File: src/rtl/lap_stopwatch_pkg.sv
// Shared types for the lap stopwatch: BCD time word, digit limits, FSM states,
// segment patterns and the ripple-carry BCD increment.
package lap_stopwatch_pkg;

    // Index 0 is centiseconds units, index 5 is minutes tens.
    typedef logic [5:0][3:0] bcd_time_t;

    localparam bcd_time_t DIGIT_LIMIT = {4'd5, 4'd9, 4'd5, 4'd9, 4'd9, 4'd9};

    typedef enum logic [1:0] {
        ST_IDLE = 2'd0,
        ST_RUN  = 2'd1,
        ST_STOP = 2'd2
    } state_t;

    // Active-low gfedcba patterns for 0..9.
    localparam logic [6:0] SEG_DIGIT [10] = '{
        7'b1000000, 7'b1111001, 7'b0100100, 7'b0110000, 7'b0011001,
        7'b0010010, 7'b0000010, 7'b1111000, 7'b0000000, 7'b0010000
    };
    localparam logic [6:0] SEG_BLANK = 7'b1111111;

    function automatic bcd_time_t bcd_increment(input bcd_time_t t);
        bcd_time_t r;
        logic      carry;
        r     = t;
        carry = 1'b1;
        for (int i = 0; i < 6; i++) begin
            if (carry) begin
                if (r[i] == DIGIT_LIMIT[i]) begin
                    r[i] = 4'd0;
                end else begin
                    r[i]  = r[i] + 4'd1;
                    carry = 1'b0;
                end
            end
        end
        return r;
    endfunction

endpackage

File: src/rtl/lap_stopwatch_lap_buffer.sv
// Circular lap store: write pointer, saturating valid count, and read of the
// k-th most recent entry.
module lap_stopwatch_lap_buffer
    import lap_stopwatch_pkg::*;
#(
    parameter int LAP_DEPTH = 4
) (
    input  logic                               clk,
    input  logic                               rst,
    input  logic                               clr,
    input  logic                               wr_en,
    input  bcd_time_t                          wr_data,
    input  logic [$clog2(LAP_DEPTH+1)-1:0]     rd_idx,
    output bcd_time_t                          rd_data,
    output logic [$clog2(LAP_DEPTH+1)-1:0]     lap_count
);

    localparam int CW = $clog2(LAP_DEPTH + 1);
    localparam int PW = (LAP_DEPTH > 1) ? $clog2(LAP_DEPTH) : 1;
    localparam int SW = CW + 1;

    bcd_time_t       mem [LAP_DEPTH];
    logic [PW-1:0]   wr_ptr;
    logic [SW-1:0]   rd_sum;

    always_ff @(posedge clk) begin
        if (rst || clr) begin
            wr_ptr    <= '0;
            lap_count <= '0;
        end else if (wr_en) begin
            wr_ptr <= (wr_ptr == PW'(LAP_DEPTH - 1)) ? '0 : wr_ptr + PW'(1);
            if (lap_count != CW'(LAP_DEPTH)) lap_count <= lap_count + CW'(1);
        end
    end

    // Lap contents need no reset: lap_count marks which entries are valid.
    always_ff @(posedge clk) begin
        if (wr_en) mem[wr_ptr] <= wr_data;
    end

    // (wr_ptr - k) mod LAP_DEPTH, kept non-negative by adding LAP_DEPTH first.
    always_comb begin
        rd_sum = SW'(wr_ptr) + SW'(LAP_DEPTH) - SW'(rd_idx);
        if (rd_sum >= SW'(LAP_DEPTH)) rd_sum = rd_sum - SW'(LAP_DEPTH);
    end

    assign rd_data = mem[PW'(rd_sum)];

endmodule

File: src/rtl/seven_segment_converter.sv
// One BCD digit to active-low seven-segment pattern; codes above 9 blank the digit.
module seven_segment_converter
    import lap_stopwatch_pkg::*;
(
    input  logic [3:0] digit,
    output logic [6:0] seg
);

    always_comb begin
        seg = SEG_BLANK;
        if (digit <= 4'd9) seg = SEG_DIGIT[digit];
    end

endmodule

File: src/rtl/lap_stopwatch.sv
// MM:SS.cc stopwatch with start/stop, lap memory and a view selector driving
// six active-low HEX displays.
module lap_stopwatch
    import lap_stopwatch_pkg::*;
#(
    parameter int CLK_HZ    = 50_000_000,
    parameter int TICK_HZ   = 100,
    parameter int LAP_DEPTH = 4,
    parameter int DEB_LEN   = 4
) (
    input  logic                           clk,
    input  logic                           rst,
    input  logic                           ssr,
    input  logic                           lap,
    input  logic                           view,
    output logic [6:0]                     HEX0,
    output logic [6:0]                     HEX1,
    output logic [6:0]                     HEX2,
    output logic [6:0]                     HEX3,
    output logic [6:0]                     HEX4,
    output logic [6:0]                     HEX5,
    output logic                           running,
    output logic [$clog2(LAP_DEPTH+1)-1:0] lap_count,
    output logic [$clog2(LAP_DEPTH+1)-1:0] view_idx
);

    localparam int CW    = $clog2(LAP_DEPTH + 1);
    localparam int DIV   = CLK_HZ / TICK_HZ;
    localparam int CNT_W = (DIV > 1) ? $clog2(DIV) : 1;
    localparam logic [DEB_LEN-1:0] PRESS_PAT = {{(DEB_LEN/2){1'b0}}, {(DEB_LEN/2){1'b1}}};

    logic [DEB_LEN-1:0] ssr_hist, lap_hist, view_hist;
    logic               ssr_ev, lap_ev, view_ev;
    logic [CNT_W-1:0]   tick_cnt;
    logic               tick;
    state_t             state, state_nx;
    logic               clear, lap_wr, view_step, count_en;
    bcd_time_t          cur_time, lap_time, shown;

    // Newest sample enters at bit 0; a press is zeros (older) then ones (newer).
    always_ff @(posedge clk) begin
        if (rst) begin
            ssr_hist  <= '1;
            lap_hist  <= '1;
            view_hist <= '1;
        end else begin
            ssr_hist  <= {ssr_hist[DEB_LEN-2:0], ssr};
            lap_hist  <= {lap_hist[DEB_LEN-2:0], lap};
            view_hist <= {view_hist[DEB_LEN-2:0], view};
        end
    end

    assign ssr_ev  = (ssr_hist == PRESS_PAT);
    assign lap_ev  = (lap_hist == PRESS_PAT);
    assign view_ev = (view_hist == PRESS_PAT);

    assign tick = (tick_cnt == CNT_W'(DIV - 1));

    always_ff @(posedge clk) begin
        if (rst || clear) tick_cnt <= '0;
        else if (tick)    tick_cnt <= '0;
        else              tick_cnt <= tick_cnt + CNT_W'(1);
    end

    always_ff @(posedge clk) begin
        if (rst) begin
            state   <= ST_IDLE;
            running <= 1'b0;
        end else begin
            state   <= state_nx;
            running <= (state_nx == ST_RUN);
        end
    end

    // Priority ssr > lap > view; a tick in RUN still counts on the stopping edge.
    always_comb begin
        state_nx  = state;
        clear     = 1'b0;
        lap_wr    = 1'b0;
        view_step = 1'b0;
        count_en  = (state == ST_RUN) && tick;
        if (ssr_ev) begin
            case (state)
                ST_RUN:  state_nx = ST_STOP;
                default: state_nx = ST_RUN;
            endcase
        end else if (lap_ev) begin
            case (state)
                ST_RUN:  lap_wr = 1'b1;
                ST_STOP: begin
                    clear    = 1'b1;
                    state_nx = ST_IDLE;
                end
                default: ;
            endcase
        end else if (view_ev) begin
            view_step = 1'b1;
        end
    end

    always_ff @(posedge clk) begin
        if (rst || clear)  cur_time <= '0;
        else if (count_en) cur_time <= bcd_increment(cur_time);
    end

    always_ff @(posedge clk) begin
        if (rst || clear || lap_wr) view_idx <= '0;
        else if (view_step)         view_idx <= (view_idx == lap_count) ? '0 : view_idx + CW'(1);
    end

    lap_stopwatch_lap_buffer #(.LAP_DEPTH(LAP_DEPTH)) u_laps (
        .clk       (clk),
        .rst       (rst),
        .clr       (clear),
        .wr_en     (lap_wr),
        .wr_data   (cur_time),
        .rd_idx    (view_idx),
        .rd_data   (lap_time),
        .lap_count (lap_count)
    );

    assign shown = (view_idx == '0) ? cur_time : lap_time;

    seven_segment_converter u_hex0 (.digit(shown[0]), .seg(HEX0));
    seven_segment_converter u_hex1 (.digit(shown[1]), .seg(HEX1));
    seven_segment_converter u_hex2 (.digit(shown[2]), .seg(HEX2));
    seven_segment_converter u_hex3 (.digit(shown[3]), .seg(HEX3));
    seven_segment_converter u_hex4 (.digit(shown[4]), .seg(HEX4));
    seven_segment_converter u_hex5 (.digit(shown[5]), .seg(HEX5));

endmodule

File: config.mk
export PLATFORM = sky130hd
export DESIGN_NAME = lap_stopwatch
export DESIGN_NICKNAME = d
export VERILOG_FILES = /design/src/rtl/lap_stopwatch_pkg.sv /design/src/rtl/lap_stopwatch_lap_buffer.sv /design/src/rtl/seven_segment_converter.sv /design/src/rtl/lap_stopwatch.sv
export SDC_FILE = /design/constraint.sdc
export NUM_CORES = 1
export LEC_CHECK = 0
export ABC_AREA = 1
export BUFFER_PORTS_ARGS = -buffer_cell sky130_fd_sc_hd__buf_2
export CORE_ASPECT_RATIO = 0.7
export CORE_UTILIZATION = 39
export CTS_BUF_LIST = sky130_fd_sc_hd__clkbuf_4 sky130_fd_sc_hd__clkbuf_8
export CTS_CLUSTER_SIZE = 24
export DETAILED_ROUTE_END_ITERATION = 6
export HOLD_SLACK_MARGIN = 0.08
export PLACE_DENSITY = 0.6
export SYNTH_ARGS = -nofsm -noshare
export SYNTH_HDL_FRONTEND = slang
export SYNTH_SLANG_ARGS = --single-unit
File: constraint.sdc
create_clock -name clk -period 2.75 [get_ports clk]
set_clock_uncertainty 0.05 [all_clocks]
set_input_delay 0.1375 -clock clk [delete_from_list [all_inputs] [get_ports clk]]
set_output_delay 0.1375 -clock clk [all_outputs]
set_load 0.01 [all_outputs]
==> results.cfg, run 1 <==
[route]
firstDrtPassIters = 5
drc = 0
vias_per_cell = 4.90
postRouteAntennaNets = 0
post_drt_wl_per_cell_um = 14.3
drt-total-wl_um = 20800
num_vias = 7165
dr.first_iter.drc_count = 445

[setup_path]
path_cells = inv_2 -> ha_4 -> buf_12 -> buf_16 -> nand2_2 -> a21boi_2 -> nand3_1 -> nand3_2 -> nand2_2 -> inv_4 -> ha_4 -> or2_4 -> nand2_4 -> nand2_4 -> nand2_1 -> buf_2
worstSetupEndpoint = HEX2[1]
cp.buffers_inverters = 5
reg2reg_to = cur_time[9]
required_ns = 2.56
reg2regPathDepth = 8
startpoint = u_laps.wr_ptr[0]
r2r_slack_ns = 0.54
cp.arrival_ns = 2.68
path_depth = 16
cp_max_fo = 7
critPathCaptureType = primary output
cpPeakStageDelay_ns = 0.36
path_delay_family = simple AND/OR/NAND/NOR gates
r2r_start = tick_cnt[0]
startpoint_type = register
worstSetupPathType = register to primary output
cpMaxStageDelayCell = ha_4

[place]
gp_congestion = 0.790
post-place-ws_ns = 0.0674
io_buffer_count = 53
place_hpwl_um = 12600

[logic_synthesis]
synth_edf_count = 96
avgSynthCellArea_um2 = 8.40
synth_cell_types = 34
synthCells = 1043
syn_nets = 1089
yosys_warnings = 0
seq_area_frac_synth_pct = 48.0
ys_ff_latch = 162
async_flop_share_pct = 0
synth-main-ff-cell = edfxtp_1
netlist_area_um2 = 8770

[sta]
fin_crit_sh_pct = 104
tightest_slew_ns = 0.646
fin_crit_ns = 2.87
holdWs_ns = 0.383
slew_viol_final = 0
finalHoldViolations = 0
fin_ws_ns = -0.118
max_slew_margin_pct = 56.8
setup_violations = 39
rsz0062_at_grt = yes
fmax_ghz = 0.349

[power_and_ir_drop]
peakVddDrop_mv = 0.260
p_leak_uw = 0.00473
power_density_nw_per_um2 = 434

[cts]
htree_levels = 4
clkTransAtPathRegs_ns = 0.09
cts_tree = built
cts-root-buf = clkbuf_8
cts_buffer_depth = 2
cts_sinks = 162
clock_latency_ns = 0.46
cts_buffers = 17

[worst_hold_path]
min-delay-start = view_hist[2]
hp-class = register to register

[floorplan]
die-area_um2 = 23100
initial_utilization_pct = 40.1
io_pins = 54
die_h_um = 127
rows = 45
core_um2 = 21800
fp.dieW_um = 181

[global_route]
grt_max_degree = 26
grt_pass1_wl_um = 33900
grt_pass1_vias = 6779
antenna_found_initial = 0
grt_overflow_total = 0
track_usage_pct = 18.5

[run_status]
violations = setup timing
status = complete, but fails checks

[cells_and_area]
layout_common_cells = 216 x nand2_1, 126 x nor2_1, 114 x nand3_1
antenna-diode-count = 0
drive_gt1_share_pct = 26.5
final_common_cell = nand2_1
num-fill-cells = 2010
syn2layout_area_growth_pct = 26.6
nets = 1212
final_core_util_pct = 50.8

[flow_run]
maxCapViolations = 0
## worst min-delay path, stage by stage (launching register included)
cell	delay [ns]
dfxtp_1	0.31
inv_1	0.04
nand2_1	0.05
## through the flow
step / cells / TNS (ns) / power [µW] / area [µm²]
after floorplan: 1043 / 0 / 2640 / 8770
after global placement: 1384 / 0 / 2660 / 9520
after detailed placement: 1384 / 0 / 2660 / 9520
after CTS: 1459 / -3.24 / 4850 / 10900
after global routing: 1461 / -8.96 / 4950 / 11100
final: 1461 / -2.94 / 4810 / 11100
## power breakdown
part           switching, µW  internal (µW)
Sequential              4.76           2550
Clock                    856           1340
Combinational           33.9           26.1
Total                    895           3920
## synthesized netlist by cell type, types with 8 or more instances
library cell | n | area, µm²
nand2_1 | 236 | 886
nand2_2 | 14 | 87.6
nor3_1 | 9 | 45.0
a21oi_1 | 35 | 175
o21ai_0 | 26 | 130
xor2_1 | 13 | 114
ha_1 | 41 | 513
nand3b_1 | 19 | 143
inv_2 | 8 | 30.0
a21boi_0 | 8 | 60.1
inv_1 | 103 | 387
nor2_1 | 141 | 529
nand3_1 | 120 | 601
nand2_4 | 14 | 158
buf_2 | 13 | 65.1
dfxtp_1 | 66 | 1320
edfxtp_1 | 96 | 2880
nand3_2 | 12 | 120
or2_2 | 17 | 106
## final cells by class
| class | count | area, µm² | share of cell area (%) |
|---|---|---|---|
| Sequential cell | 162 | 4210 | 37.9 |
| Inverter | 111 | 437 | 3.94 |
| Clock buffer | 22 | 284 | 2.56 |
| Tap cell | 282 | 353 | 3.18 |
| Multi-Input combinational cell | 743 | 4430 | 39.9 |
| Timing Repair Buffer | 131 | 1150 | 10.4 |
| Clock inverter | 10 | 229 | 2.06 |
## flip-flops by register name, summed over array words and instances (netlist names)
register and flops:
u_laps.mem 96, cur_time 24, tick_cnt 19, lap_hist 4, ssr_hist 4, view_hist 4
u_laps.lap_count 3, view_idx 3, state 2, u_laps.wr_ptr 2, running 1
## kinds of logic after synthesis
logic type                 share of synthesized area, %
xor gates and xnor gates                           2.00
and+or+nand+nor                                    32.7
adders and majority gates                          5.85
AOI/OAI and AO/OA                                  4.85
DFF                                                48.0
buffers and inverters                              6.61
## how the worst min path moves through the flow
stage,slack (ns),cells after the start,endpoint
global route,0.41,2,view_hist[3]
detailed placement,0.27,2,view_hist[0]
global placement,0.27,2,lap_hist[0]
CTS,0.38,2,view_hist[3]
finish,0.38,2,view_hist[3]
floorplan,0.19,1,lap_hist[0]
## layer usage
metal	global-route usage [%]	share of wire [%]
met1	25.8	51
met2	29.1	44
met3	3.53	4.3
met4	5.63	1.2
met5	0	0
## timing repair
action	CTS	global route
pin swaps	82	25
hold endpoints to repair	15	0
hold buffers	7	0
cloned	5	1
setup buffers	31	2
endpoints found under the setup margin	42	42
resized for setup	136	29
(Power assumes the default switching activity.)
==> run 2: changes to the inputs <==
==> constraint.sdc (replaced) <==
create_clock -name clk -period 2.75 [get_ports clk]
set_clock_uncertainty 0.05 [all_clocks]
set_input_delay 0.1375 -clock clk [delete_from_list [all_inputs] [get_ports clk]]
set_output_delay 0.1375 -clock clk [all_outputs]
set_load 0.05 [all_outputs]
==> run 2 against run 1 <==
The run still ends with setup timing left. Setup slack worse by 0.098 ns. Core utilization is 1.7 points higher. Critical path depth increased by 2. First-iteration DRC count is 11% lower. Clock power is 17% lower. Sequential power hardly changed. Sequential share of layout area down 1.2 points. Register-to-register slack gained 0.15 ns. Largest cell class unchanged. Largest power group unchanged.
==> results.cfg, run 2 (synthesis results as in run 1) <==
[run_status]
status = complete, but fails checks
violations = setup timing

[route]
m1WireLength_um = 10200
drc = 0
num_vias = 7145
highest_layer = met4
dr_wl_met3_um = 855
post_drt_wl_per_cell_um = 13.8
firstDrtPassIters = 5
postRouteAntennaNets = 0
dr.first_iter.drc_count = 398
drt-total-wl_um = 20300
vias_per_cell = 4.85
dr_wl_met2_um = 8950

[setup_path]
path_cells = inv_2 -> ha_4 -> inv_6 -> buf_12 -> buf_12 -> buf_8 -> a21boi_2 -> nand3_1 -> nand3_1 -> nand2_2 -> inv_2 -> buf_6 -> ha_4 -> or2_4 -> nand2_4 -> nand2_8 -> nand3_4 -> buf_8
startpoint_type = register
reg2regPathDepth = 9
cpPeakStageDelay_ns = 0.35
r2r_slack_ns = 0.69
critPathCaptureType = primary output
cp_max_fo = 7
path_depth = 18
cp.buffers_inverters = 8
startpoint = u_laps.wr_ptr[0]
reg2reg_to = cur_time[21]
worstSetupEndpoint = HEX3[4]
cp.arrival_ns = 2.78
cpMaxStageDelayCell = dfxtp_2
worstSetupPathType = register to primary output
r2r_start = cur_time[0]
path_delay_family = buffers and inverters
required_ns = 2.56

[cells_and_area]
drive_gt1_share_pct = 29.7
final_core_util_pct = 52.5
largest_reg_flops = 96
antenna-diode-count = 0
top_register = u_laps.mem
reg.largest.list = u_laps.mem x96, cur_time x24, tick_cnt x19
finalNonFillerCells = 1472
syn2layout_area_growth_pct = 30.8
layout_common_cells = 195 x nand2_1, 126 x nor2_1, 109 x nand3_1
final_common_cell = nand2_1
nets = 1223

[place]
place_hpwl_um = 12800
gp_congestion = 0.817
io_buffer_count = 53
post-place-ws_ns = -0.0350
dp.cells = 1397

[cts]
clkTransAtPathRegs_ns = 0.09
cts_sinks = 162
htree_levels = 4
cts_tree = built
clock_latency_ns = 0.46
cts_buffer_depth = 2
cts-root-buf = clkbuf_8
cts_buffers = 17

[floorplan]
die-area_um2 = 23100
die_h_um = 127
initial_utilization_pct = 40.1
fp.dieW_um = 181
core_um2 = 21800
rows = 45
io_pins = 54

[global_route]
grt_pass1_wl_um = 33000
grt_max_degree = 26
antenna_found_initial = 0
grt_pass1_vias = 6487
track_usage_pct = 18.1
grt_overflow_total = 0

[sta]
fin_crit_ns = 2.97
rsz0062_at_grt = yes
tightest_slew_ns = 0.462
fmax_ghz = 0.337
setup_violations = 42
slew_viol_final = 0
finalHoldViolations = 0
max_slew_margin_pct = 69.2
tns_ns = -6.30
fin_ws_ns = -0.216
fin_crit_sh_pct = 108

[flow_run]
maxCapViolations = 0

[worst_hold_path]
hp-class = register to register

[power_and_ir_drop]
p_leak_uw = 0.00474
power_density_nw_per_um2 = 387
peakVddDrop_mv = 0.244
==> run 2: where the power goes <==
group          switching (µW)  internal, µW  total (µW)
logic                    39.0          28.6        67.6
registers                4.62          2540        2550
clock network             860           960        1820
total                     904          3530        4440
==> run 2: final cells by class <==
| class | count | area [µm²] |
|---|---|---|
| fill | 1962 | 10400 |
| multi-input combinational | 744 | 4530 |
| sequential | 162 | 4210 |
| timing repair buffer | 141 | 1540 |
| inverter | 111 | 427 |
| tap | 282 | 353 |
| clock buffer | 22 | 278 |
| clock inverter | 10 | 133 |
==> run 2: metal layers <==
metal  track usage (%)  vias up
met5                 0        -
met2              27.7      165
met1              25.9     3292
li1                  -     3672
met3              2.99       16
met4              5.98        0
==> run 2: worst min-delay path by stage <==
stage | from | to | slack (ns) | cells after the start
finish | view_hist[2] | view_hist[3] | 0.38 | 2
global route | view_hist[2] | view_hist[3] | 0.42 | 2
CTS | view_hist[1] | view_hist[2] | 0.39 | 2
detailed placement | lap | lap_hist[0] | 0.27 | 2
global placement | lap | lap_hist[0] | 0.27 | 2
floorplan | lap | lap_hist[0] | 0.19 | 1
==> run 2: through the flow <==
step	hold WS [ns]	area [µm²]	power, µW
after CTS	0.387	11200	4470
after global routing	0.416	11500	4580
after floorplan	0.191	8850	2640
after global placement	0.271	9750	2660
final	0.383	11500	4440
after detailed placement	0.274	9750	2660
==> run 2: worst register-to-register path: stages, from the launching register on <==
cell and delay [ns]:
dfxtp_1 0.61, nand2_2 0.14, nor2_4 0.22, nand2_2 0.16, nor2_4 0.18, nand2_2 0.11, nor2_4 0.18, nand2_1 0.14
nand2_1 0.08, a21oi_1 0.05
==> run 2: timing repair <==
item	in CTS	in global routing
setup endpoints to repair	42	42
buffers inserted	29	5
gates cloned	2	0
hold buffers	7	0
endpoints found under the hold margin	15	0
pin swaps	33	18
resized for setup	208	56
